$ cat config.mk
export PLATFORM = sky130hd
export DESIGN_NAME = mux_stage
export DESIGN_NICKNAME = d
export VERILOG_FILES = /design/src/rtl/mux_stage_pkg.sv /design/src/rtl/mux_stage_sel_mux.sv /design/src/rtl/mux_stage.sv
export SDC_FILE = /design/constraint.sdc
export NUM_CORES = 1
export LEC_CHECK = 0
export CORE_MARGIN = 10
export CORE_UTILIZATION = 39
export CTS_CLUSTER_DIAMETER = 60
export DETAILED_ROUTE_END_ITERATION = 16
export PLACE_DENSITY = 0.74
export SYNTH_ARGS = -nofsm -noshare
export SYNTH_HDL_FRONTEND = slang
export SYNTH_SLANG_ARGS = --single-unit
export TNS_END_PERCENT = 50
$ cat constraint.sdc
create_clock -name clk -period 1.4 [get_ports clk]
set_input_delay 0.14 -clock clk [delete_from_list [all_inputs] [get_ports clk]]
set_output_delay 0.14 -clock clk [all_outputs]
set_load 0.05 [all_outputs]
$ cat src/rtl/mux_stage_pkg.sv
// Shared types and constants for the registered operand-select stage.
// Defaults match the PC/ALU/DataMem three-channel 2:1 configuration.
package mux_stage_pkg;

  localparam int WIDTH_DEF = 8;
  localparam int NCH_DEF   = 3;
  localparam int NIN_DEF   = 2;

  localparam int CH_PC   = 0;
  localparam int CH_ALU  = 1;
  localparam int CH_DMEM = 2;

  typedef enum logic [1:0] {
    EMPTY = 2'd0,
    ONE   = 2'd1,
    TWO   = 2'd2
  } state_e;

  // A single-input channel still carries one select bit so the port never collapses to zero width.
  function automatic int sel_width(input int nin);
    return (nin > 1) ? $clog2(nin) : 1;
  endfunction

endpackage

$ cat src/rtl/mux_stage_sel_mux.sv
// Combinational NIN:1 mux for one channel; latency 0, no backpressure.
// An unmatched select yields all-zero data and raises oor_o.
module sel_mux #(
  parameter int WIDTH = 8,
  parameter int NIN   = 2,
  parameter int SELW  = 1
) (
  input  logic [SELW-1:0]      sel_i,
  input  logic [NIN*WIDTH-1:0] data_i,
  output logic [WIDTH-1:0]     y_o,
  output logic                 oor_o
);

  always_comb begin
    y_o   = '0;
    oor_o = 1'b1;
    for (int i = 0; i < NIN; i++) begin
      if (sel_i == SELW'(i)) begin
        y_o   = data_i[i*WIDTH +: WIDTH];
        oor_o = 1'b0;
      end
    end
  end

endmodule

$ cat src/rtl/mux_stage.sv
// Per-channel operand select captured into a two-entry skid buffer; output valid one cycle after accept.
// Absorbs two sets when out_ready is low; in_ready is registered and has no path from out_ready.
module mux_stage
  import mux_stage_pkg::*;
#(
  parameter int  WIDTH = WIDTH_DEF,
  parameter int  NCH   = NCH_DEF,
  parameter int  NIN   = NIN_DEF,
  localparam int SELW  = sel_width(NIN)
) (
  input  logic                     clk,
  input  logic                     reset,
  input  logic                     in_valid,
  output logic                     in_ready,
  input  logic [NCH*SELW-1:0]      sel,
  input  logic [NCH*NIN*WIDTH-1:0] data,
  input  logic                     flush,
  output logic                     out_valid,
  input  logic                     out_ready,
  output logic [NCH*WIDTH-1:0]     out_data,
  input  logic                     err_clr,
  output logic [NCH-1:0]           sel_err
);

  logic [NCH*WIDTH-1:0] cap_dat;
  logic [NCH-1:0]       cap_oor;

  for (genvar c = 0; c < NCH; c++) begin : g_ch
    sel_mux #(
      .WIDTH (WIDTH),
      .NIN   (NIN),
      .SELW  (SELW)
    ) u_sel_mux (
      .sel_i  (sel[c*SELW +: SELW]),
      .data_i (data[c*NIN*WIDTH +: NIN*WIDTH]),
      .y_o    (cap_dat[c*WIDTH +: WIDTH]),
      .oor_o  (cap_oor[c])
    );
  end

  state_e               state_q, state_d;
  logic [NCH*WIDTH-1:0] main_q, main_d;
  logic [NCH*WIDTH-1:0] skid_q, skid_d;
  logic                 in_ready_q, in_ready_d;
  logic [NCH-1:0]       sel_err_q, sel_err_d;

  logic accept;
  logic xfer;

  assign out_valid = (state_q != EMPTY);
  assign out_data  = main_q;
  assign in_ready  = in_ready_q;
  assign sel_err   = sel_err_q;

  assign accept = in_valid & in_ready_q;
  assign xfer   = out_valid & out_ready;

  always_comb begin
    state_d = state_q;
    main_d  = main_q;
    skid_d  = skid_q;
    if (flush) begin
      // MAIN keeps its contents so out_data holds while out_valid is low.
      state_d = EMPTY;
      skid_d  = '0;
    end else begin
      unique case (state_q)
        EMPTY: begin
          if (accept) begin
            state_d = ONE;
            main_d  = cap_dat;
          end
        end
        ONE: begin
          if (accept && xfer) begin
            main_d = cap_dat;
          end else if (accept) begin
            state_d = TWO;
            skid_d  = cap_dat;
          end else if (xfer) begin
            state_d = EMPTY;
          end
        end
        TWO: begin
          if (xfer) begin
            state_d = ONE;
            main_d  = skid_q;
            skid_d  = '0;
          end
        end
        default: begin
          state_d = EMPTY;
        end
      endcase
    end
  end

  assign in_ready_d = (state_d != TWO);

  // A fresh error on a channel outranks err_clr for that bit.
  assign sel_err_d = (err_clr ? '0 : sel_err_q) | ((accept && !flush) ? cap_oor : '0);

  always_ff @(posedge clk or posedge reset) begin
    if (reset) begin
      state_q    <= EMPTY;
      main_q     <= '0;
      skid_q     <= '0;
      in_ready_q <= 1'b1;
      sel_err_q  <= '0;
    end else begin
      state_q    <= state_d;
      main_q     <= main_d;
      skid_q     <= skid_d;
      in_ready_q <= in_ready_d;
      sel_err_q  <= sel_err_d;
    end
  end

endmodule

==> metrics.txt <==
Inserted Clock Buffers=5; Hold Crit Class=input port to async pin; slowest cell delay on critical path=0.42 ns; Critical Path Fanout Max=6; mean area per synthesized cell=10.3 sq um; final-report hold violation count=0; part of the power in registers=0.387; Pre-antenna DRT Iters=4; minimum clock period=1.63 ns; worst path buffer plus inverter count=3; Final #Nets=398; predominant post-synthesis flop cell=sky130_fd_sc_hd__dfrtp_1; category of the critical setup timing path=flip-flop to flip-flop; total of warnings raised by yosys=0; vertical die dimension=99.1 um; Data arrival, critical path=1.86 ns; Worst path most repeated cell=sky130_fd_sc_hd__buf_6; drt via density=5.24; Detailed Place HPWL=4580 um; Netlist cell types=29; setup slack of the worst register-to-register path=-0.23 ns; leakage=1.87 nW; R2R depth=7; combinational share of power=0.386; Port Buffer Count=81; number of standard cells in the final layout excluding fillers=417; outcome=finished, violations left; clock network fraction of design power=0.226; Layout fillers=460; RePlAce Congestion=0.793; RSZ-0062 raised after global routing=true; DRT met1 WL=3050 um; P_sw=1.63 mW; Overall Global Routing Usage=0.140; proportion of synthesized flip-flops having asynchronous set or reset=1.00; count of pins on the block boundary=86; average wire per cell in the routed design=18.1 um; number of endpoints failing setup at the final stage=51; routed wire length on met3=683 um; internal cell power=2.93 mW; level count of the clock H-tree=2; clk_skew=0.0122 ns; max-cap viol count=0; flops & latches, synth=51; number of DRC markers in iteration 0=130; sequence of cells on the critical path=and3b_2 -> buf_6 -> o31ai_4 -> buf_6 -> clkbuf_16 -> nand2_1 -> o21ai_0; Worst EP required=1.63 ns; dominant delay contributor by cell family on the critical path=buffers and inverters; post-route clock period utilization=1.16; antenna violation net count after detailed routing=0; cell total after placement=391; highest ir drop seen on vdd=0.000872 V; placement-stage worst setup slack=-0.513 ns; global route total overflow=0; global-route wire length before repair=11300 um; power per cell area=1140 nW/um^2; clock latency at the later pin of the worst-skew pair=0.31 ns; area of the core region=5990 sq um; Initial Utilization=0.407; leading cell types in the layout, fill and taps excluded=55 x sky130_fd_sc_hd__clkdlybuf4s50_1, 50 x sky130_fd_sc_hd__dfrtp_1, 47 x sky130_fd_sc_hd__nand2_1; Worst Setup End Kind=flip-flop; nature of the critical path startpoint=flip-flop; Die Area=9810 sq um; commonest non-fill, non-tap cell in the layout=sky130_fd_sc_hd__clkdlybuf4s50_1; number of buffers between clock root and the deepest sink=2; highest routed metal layer=met4; total standard cell area after synthesis=2440 sq um; CP max stage cell=sky130_fd_sc_hd__dfrtp_1; count of pins over their slew limit=0; total via count in the routed design=2186; cell count after synthesis=236; Layout area overhead=64.4%; clock-pin slew reported for the worst setup and hold paths after clock tree synthesis=0.10 ns; Max Fclk=613 MHz; count of flip-flops with a built-in enable after synthesis=0; logic depth of the worst setup path including buffers=7; horizontal die dimension=99.1 um; share of post-route cells with drive strength above 1=0.295; number of global-route vias before repair=2233; n_diodes=0; Least-Margin Pin Slew=0.567 ns; pin count of the biggest net entering global routing=52; hold_buf cts=0; violated checks=setup timing; post-synthesis sequential area ratio=0.524; worst-case headroom to the max-slew limit=0.621; TritonCTS clock tree=done; initial antenna violation count=0; root buffer cell=sky130_fd_sc_hd__clkbuf_8; final setup slack of the worst path=-0.230 ns; number of clock sinks=51; detailed-route wire length=7560 um; switching power as a share of total power=0.357; Std-Cell Rows=28; Residual DRC=0; Met2 Routed Length=3680 um
## kinds of logic (layout without fill, tap and decap cells)
logic type	count (synthesis)	in the layout	synth area share
buf+inv	22	125	0.0529
compound gates	77	77	0.212
mux	24	24	0.0986
simple gates	61	62	0.111
flops	51	51	0.524
other cells	1	3	0.00154
## flip-flops by register name, summed over array words and instances (netlist names)
name / cells
skid_q: 24
out_data: 24
in_ready: 1
state_q: 2
## final timing paths
path,from,end
max,state_q[0]$_DFF_PP0_,out_data[4]$_DFFE_PP0P_
min,reset,skid_q[8]$_DFFE_PP0P_
max reg2reg,state_q[0]$_DFF_PP0_,out_data[4]$_DFFE_PP0P_
min reg2reg,out_data[19]$_DFFE_PP0P_,out_data[19]$_DFFE_PP0P_
max in group asynchronous,reset,in_ready$_DFF_PP1_
min in group clk,out_data[19]$_DFFE_PP0P_,out_data[19]$_DFFE_PP0P_
## Yosys cell counts, drive strengths merged, types with 2 or more instances
| master | instances | area share |
|---|---|---|
| nand2 | 51 | 0.079 |
| dfrtp | 50 | 0.51 |
| o21ai | 48 | 0.10 |
| mux2i | 24 | 0.099 |
| o2bb2ai | 24 | 0.086 |
| buf | 11 | 0.034 |
| clkbuf | 9 | 0.015 |
| inv | 2 | 0.0031 |
## tightest hold or removal path: stages
cell                              delay, ns
sky130_fd_sc_hd__clkdlybuf4s50_1       0.41
sky130_fd_sc_hd__inv_2                 0.07
sky130_fd_sc_hd__buf_12                0.25
## through the flow
step            util  area (sq um)  power, mW  hold WS [ns]  setup TNS [ns]
6_report       0.669          4010       4.57         0.185           -8.22
4_1_cts        0.643          3850       4.49         0.195           -6.84
5_1_grt        0.669          4010       4.77         0.201          -11.25
3_3_place_gp   0.585          3510       3.35         0.463          -16.94
2_1_floorplan      -          2470       2.68         0.207           -9.46
3_5_place_dp   0.585          3510       3.39         0.469          -19.56
## layout make-up
cell class              instances  area [sq um]  share of cell area
repair buffers                115          1340               0.334
flip-flops and latches         51          1280               0.319
multi-input cells             166          1180               0.294
well taps                      75          93.8              0.0234
clock buffers                   5          68.8              0.0172
clock inverters                 3          43.8              0.0109
inverters                       2          7.51             0.00187
## metal layers
layer,global-route usage,vias to the layer above
met1,0.173,1037
met2,0.227,88
met5,0,-
li1,-,1050
met4,0.0430,0
met3,0.0433,11
## power groups by stage
stage          Sequential (mW)  Combinational [mW]  Clock, mW
2_1_floorplan             2.28               0.395          0
5_1_grt                   1.79                1.87       1.11
3_3_place_gp              1.79                1.57          0
4_1_cts                   1.77                1.68       1.03
3_5_place_dp              1.79                1.59          0
6_report                  1.77                1.76       1.03
## timing repair
action | in CTS | in global routing
resized for setup | 20 | 24
cloned | 3 | 5
endpoints found under the setup margin | 49 | 53
buffers inserted | 8 | 2
pin swaps | 11 | 14
Note: power is estimated with default switching activity, not from simulation.
==> patch 1: new RTL, config.mk and constraints unchanged <==
The 3 states of `state_e` get a one-hot encoding in 3 bits.
--- a/src/rtl/mux_stage_pkg.sv
+++ b/src/rtl/mux_stage_pkg.sv
@@ -10,10 +10,10 @@
   localparam int CH_ALU  = 1;
   localparam int CH_DMEM = 2;
 
-  typedef enum logic [1:0] {
-    EMPTY = 2'd0,
-    ONE   = 2'd1,
-    TWO   = 2'd2
+  typedef enum logic [2:0] {
+    EMPTY = 3'b001,
+    ONE   = 3'b010,
+    TWO   = 3'b100
   } state_e;
 
   // A single-input channel still carries one select bit so the port never collapses to zero width.
Formal check against the unedited RTL: same outputs for any inputs over 4 cycles, from zero or initial values and one cycle with reset high; so few cycles prove little.
==> patch 1 against the unedited design <==
- the flow still finishes with violations (setup timing)
- area after synthesis is 17% higher
- power is 10% higher
- wire length is 7.4% higher
- core utilization is 4.2 points lower
- critical path depth is 2 lower
- worst setup slack worse by 0.14 ns
- largest cell class is now multi-input combinational cells
- cell area is 12% higher
- critical path type unchanged
- sequential cell count is 1 higher
- critical endpoint is now skid_q[6]
==> patch 1: results (changes against the unedited design) <==
count of input and output buffers=81 (unchanged); TritonRoute pass-1 iters=4 (unchanged); main area contributors after synthesis=dfrtp_1 44%, mux2i_1 17%, a21oi_1 8.8%; R2R depth=5 (-2); GP Congestion=0.772 (-2.6%); vias=2571 (+18%); vias in the first global route=2515 (+13%); maximum VDD drop=0.000852 V (-2.2%); crit-path max FO=14 (+8); initial antenna violation count=0 (unchanged); Nets=456 (+15%); Layout Cells excl Fill=499 (+20%); Yosys Warn Count=0 (unchanged); Place WS=-0.522 ns (-0.00851 ns); drt total wl=8.11 mm (+7.4%); syn avg cell area=9.48 um^2 (-8.2%); Synth Flop Type=dfrtp_1; P_leak=2.00 nW (+7.1%); setup TNS=-16.74 ns (-8.51 ns); clock skew=0.00862 ns (-0.00354 ns); Worst Hold Slack=0.184 ns (-0.00167 ns); Worst-path clk slew=0.09 ns; Final Setup Violations=52 (+2.0%); failing checks=setup timing; clk_lat worst skew=0.30 ns; asr flop ratio synth=100% (unchanged); CTS root buffer=clkbuf_8; layout cells sized above 1=27.5% (-2.0 points); H-tree levels=2 (unchanged); reg-to-reg startpoint=in_ready; Fill cells=568 (+23%); worst min-delay path class=primary input to async pin; GR Util All Layers=13.1% (-0.90 points); setup slack after layout=-0.372 ns (-0.141 ns); Seq/Total Area, Yosys=45.8% (-6.6 points); post-place instance area=4100 um^2 (+17%); first-pass GRT wire length=12.2 mm (+7.7%); status=finished, violations left; Final HPWL DP=5.41 mm (+18%); Netlist cell types=26 (-10%); CTS Buf Count=5 (unchanged); placed cells=480 (+23%); largest net degree at the start of global routing=53 (+1.9%); sw power=1.85 mW (+13%); r2r endpoint=skid_q[6]; most frequent cells after synthesis=50 x a21oi_1, 50 x dfrtp_1, 49 x mux2i_1; Clock Path Buffers=2 (unchanged); diode count=0 (unchanged); crit path DAT=2.01 ns (+0.15 ns); drt initial violations=150 (+15%)
patch 1: timing repair:
action,in CTS,in global routing
resized for setup,6,33
hold buffers,0,0
endpoints found under the setup margin,53,53
buffers inserted,3,3
hold endpoints to repair,0,0
pin swaps,13,15
cloned,1,4
patch 1: worst max path at each step:
stage               cells after the start  slack [ns]       start            to
global placement                        6       -0.46    in_valid     skid_q[4]
global route                            6       -0.45  state_q[1]  out_data[14]
floorplan                               5       -0.52    in_ready   out_data[0]
finish                                  5       -0.37    in_ready     skid_q[6]
detailed placement                      6       -0.52    in_valid     skid_q[4]
CTS                                     5       -0.36    in_ready    skid_q[10]
patch 1: logic make-up after synthesis:
logic type      Yosys count  share of synthesized area (%)
flops                    52                           45.8
mux                      49                           17.2
xor+xnor                  1                          0.308
simple gates             61                           12.6
other cells               1                          0.132
compound gates           80                           15.0
buf+inv                  56                           8.80
patch 1: worst max-delay path, stage by stage (launching register included):
cell and delay [ns]:
dfstp_2 0.55, and4b_2 0.26, mux2i_4 0.11, buf_12 0.17, or4_4 0.48, a21oi_2 0.14
patch 1: layout make-up:
class	instances	area (um^2)	area share, %
Tap cell	99	124	2.75
Sequential cell	52	1310	29.0
Multi-Input combinational cell	194	1440	32.1
Clock inverter	2	35.0	0.778
Timing Repair Buffer	119	1420	31.5
Clock buffer	6	72.6	1.61
Inverter	27	101	2.25
patch 1: layer usage:
metal	vias up	GRT usage, %	routed length, um
met3	7	3.71	492
met1	1240	15.7	3260
li1	1243	-	-
met4	0	2.94	70
met2	81	22.6	4290
met5	-	0	0
patch 1: power by group through the flow:
stage               registers (mW)  clock network (mW)  logic [mW]
finish                        1.88                1.02        2.14
global route                  1.90                1.10        2.26
CTS                           1.88                1.03        2.08
detailed placement            1.91                   0        2.06
global placement              1.90                   0        2.03
floorplan                     2.51                   0       0.458
==> patch 2: new RTL, config.mk and constraints unchanged <==
Without the edit above. The package constant `NCH_DEF` goes from 3 to 6.
--- a/src/rtl/mux_stage_pkg.sv
+++ b/src/rtl/mux_stage_pkg.sv
@@ -3,7 +3,7 @@
 package mux_stage_pkg;
 
   localparam int WIDTH_DEF = 8;
-  localparam int NCH_DEF   = 3;
+  localparam int NCH_DEF   = 6;
   localparam int NIN_DEF   = 2;
 
   localparam int CH_PC   = 0;
Ports: changed (resized data, out_data, sel and sel_err); port bits go from 86 to 164. The function was not compared with the original's and may differ.
==> patch 2 against the unedited design <==
- the flow still finishes with violations (setup timing)
- core utilization down 3.4 points
- power up 110%
- sequential power up 99%
- worst setup slack better by 0.034 ns
- sequential cell count up 48
- worst hold slack better by 0.083 ns
- critical path depth unchanged
- wire length up 110%
- final cell count up 110%
- area after synthesis up 110%
- cell area up 100%
- first-iteration DRC count up 120%
- critical endpoint is now skid_q[11]
- highest routed layer unchanged
==> patch 2: results (changes against the unedited design) <==
H-tree levels=3 (+1); GP Congestion=0.831 (+4.8%); Place WS=-0.428 ns (+0.0853 ns); layout cells sized above 1=29.5% (-0.052 points); Flop pwr share=35.9% (-2.8 points); WL per Instance=18.1 um (about the same); first-pass GRT wire length=23.1 mm (+100%); P_leak=4.11 nW (+120%); GR Util All Layers=15.4% (+1.5 points); failing checks=setup timing; Worst-path clk slew=0.06 ns (-0.04 ns); drt initial violations=284 (+120%); Nets=796 (+100%); delay-heaviest family, CP=flip-flops; Power Clock=2.63 mW (+160%); largest net degree at the start of global routing=71 (+37%); Final HPWL DP=10.6 mm (+130%); r2r endpoint=skid_q[11]; met2 Resource Use GR=27.4% (+4.6 points); routed wl met2=8.31 mm (+130%); vias=4284 (+96%); count of input and output buffers=156 (+93%); initial antenna violation count=0 (unchanged); clock skew=0.00494 ns (-0.00722 ns); Compound-Gate Fraction of Synth Area=5.61% (-16 points); status=finished, violations left; CTS root buffer=clkbuf_16; Metal-1 WL=6.17 mm (+100%); post-synthesis mux area share=28.4% (+19 points); Seq/Total Area, Yosys=48.1% (-4.3 points); Final Setup Violations=97 (+90%); Post-Synth XOR/XNOR Area=0.170% (+0.17 points); met3 Resource Use GR=4.93% (+0.60 points); setup TNS=-11.28 ns (-3.06 ns); Worst Hold Slack=0.268 ns (+0.0825 ns); main area contributors after synthesis=dfrtp_1 48%, mux2i_1 18%, mux2_2 9.6%; sw power=3.42 mW (+110%); reg-to-reg startpoint=in_ready; CTS Buf Count=9 (+4); maximum VDD drop=0.000591 V (-32%); CP max stage cell=dfstp_2; post-place instance area=7250 um^2 (+110%); met3 WL=985 um (+44%); setup slack after layout=-0.197 ns (+0.0338 ns); clk_lat worst skew=0.34 ns (+0.03 ns); Reg2Reg Setup Slack=-0.20 ns (+0.03 ns); asr flop ratio synth=100% (unchanged); vias in the first global route=4549 (+100%); Seq group=3.52 mW (+99%); Fill cells=1001 (+120%); M1 GR Usage=17.6% (+0.33 points); max incr delay on CP=0.54 ns (+0.12 ns); most frequent cells after synthesis=98 x dfrtp_1, 92 x mux2i_1, 53 x nand2_1
patch 2: changes by cell type after synthesis, moves of 41 or more:
cell / change
mux2i_1: +68
dfrtp_1: +48
inv_1: +45
mux2_2: +44
nand3_1: +43
o21ai_1: +41
patch 2: cell families after synthesis:
group,count (synthesis)
compound gates,56
xor+xnor,1
buf+inv,90
flops,99
mux,140
other cells,1
simple gates,110
patch 2: final cells by class:
cell class / count / share of cell area, %
inverter: 47 / 2.22
clock buffer: 13 / 3.08
multi-input combinational: 313 / 30.4
timing repair buffer: 218 / 30.4
sequential: 99 / 30.6
tap: 172 / 2.65
clock inverter: 2 / 0.740
patch 2: worst reg2reg max path: cells and delay by family, from the launching register on:
kind / cells / cell delay (ns)
buffers and inverters: 3 / 0.42
AO/OA/AOI/OAI: 1 / 0.10
AND/OR/NAND/NOR: 3 / 0.46
flip-flops: 1 / 0.54
patch 2: worst max-delay path by stage:
stage               startpoint           end  slack, ns  cells after the start
floorplan             in_ready  out_data[34]      -0.32                      5
global placement      in_valid  out_data[35]      -0.36                      7
detailed placement   out_ready  out_data[32]      -0.43                      8
CTS                   in_ready    skid_q[43]      -0.16                      6
global route          in_ready    skid_q[11]      -0.25                      7
finish                in_ready    skid_q[11]      -0.20                      7
patch 2: timing repair:
| item | in CTS | in global routing |
|---|---|---|
| hold buffers | 0 | 0 |
| resized for setup | 18 | 35 |
| pin swaps | 5 | 2 |
| endpoints found under the setup margin | 99 | 98 |
| setup buffers | 4 | 6 |
| gates cloned | 2 | 12 |
patch 2: through the flow:
step | util, % | instances
4_1_cts | 60.4 | 846
2_1_floorplan | - | 502
5_1_grt | 63.5 | 864
6_report | 63.5 | 864
3_5_place_dp | 56.8 | 826
3_3_place_gp | 56.8 | 826
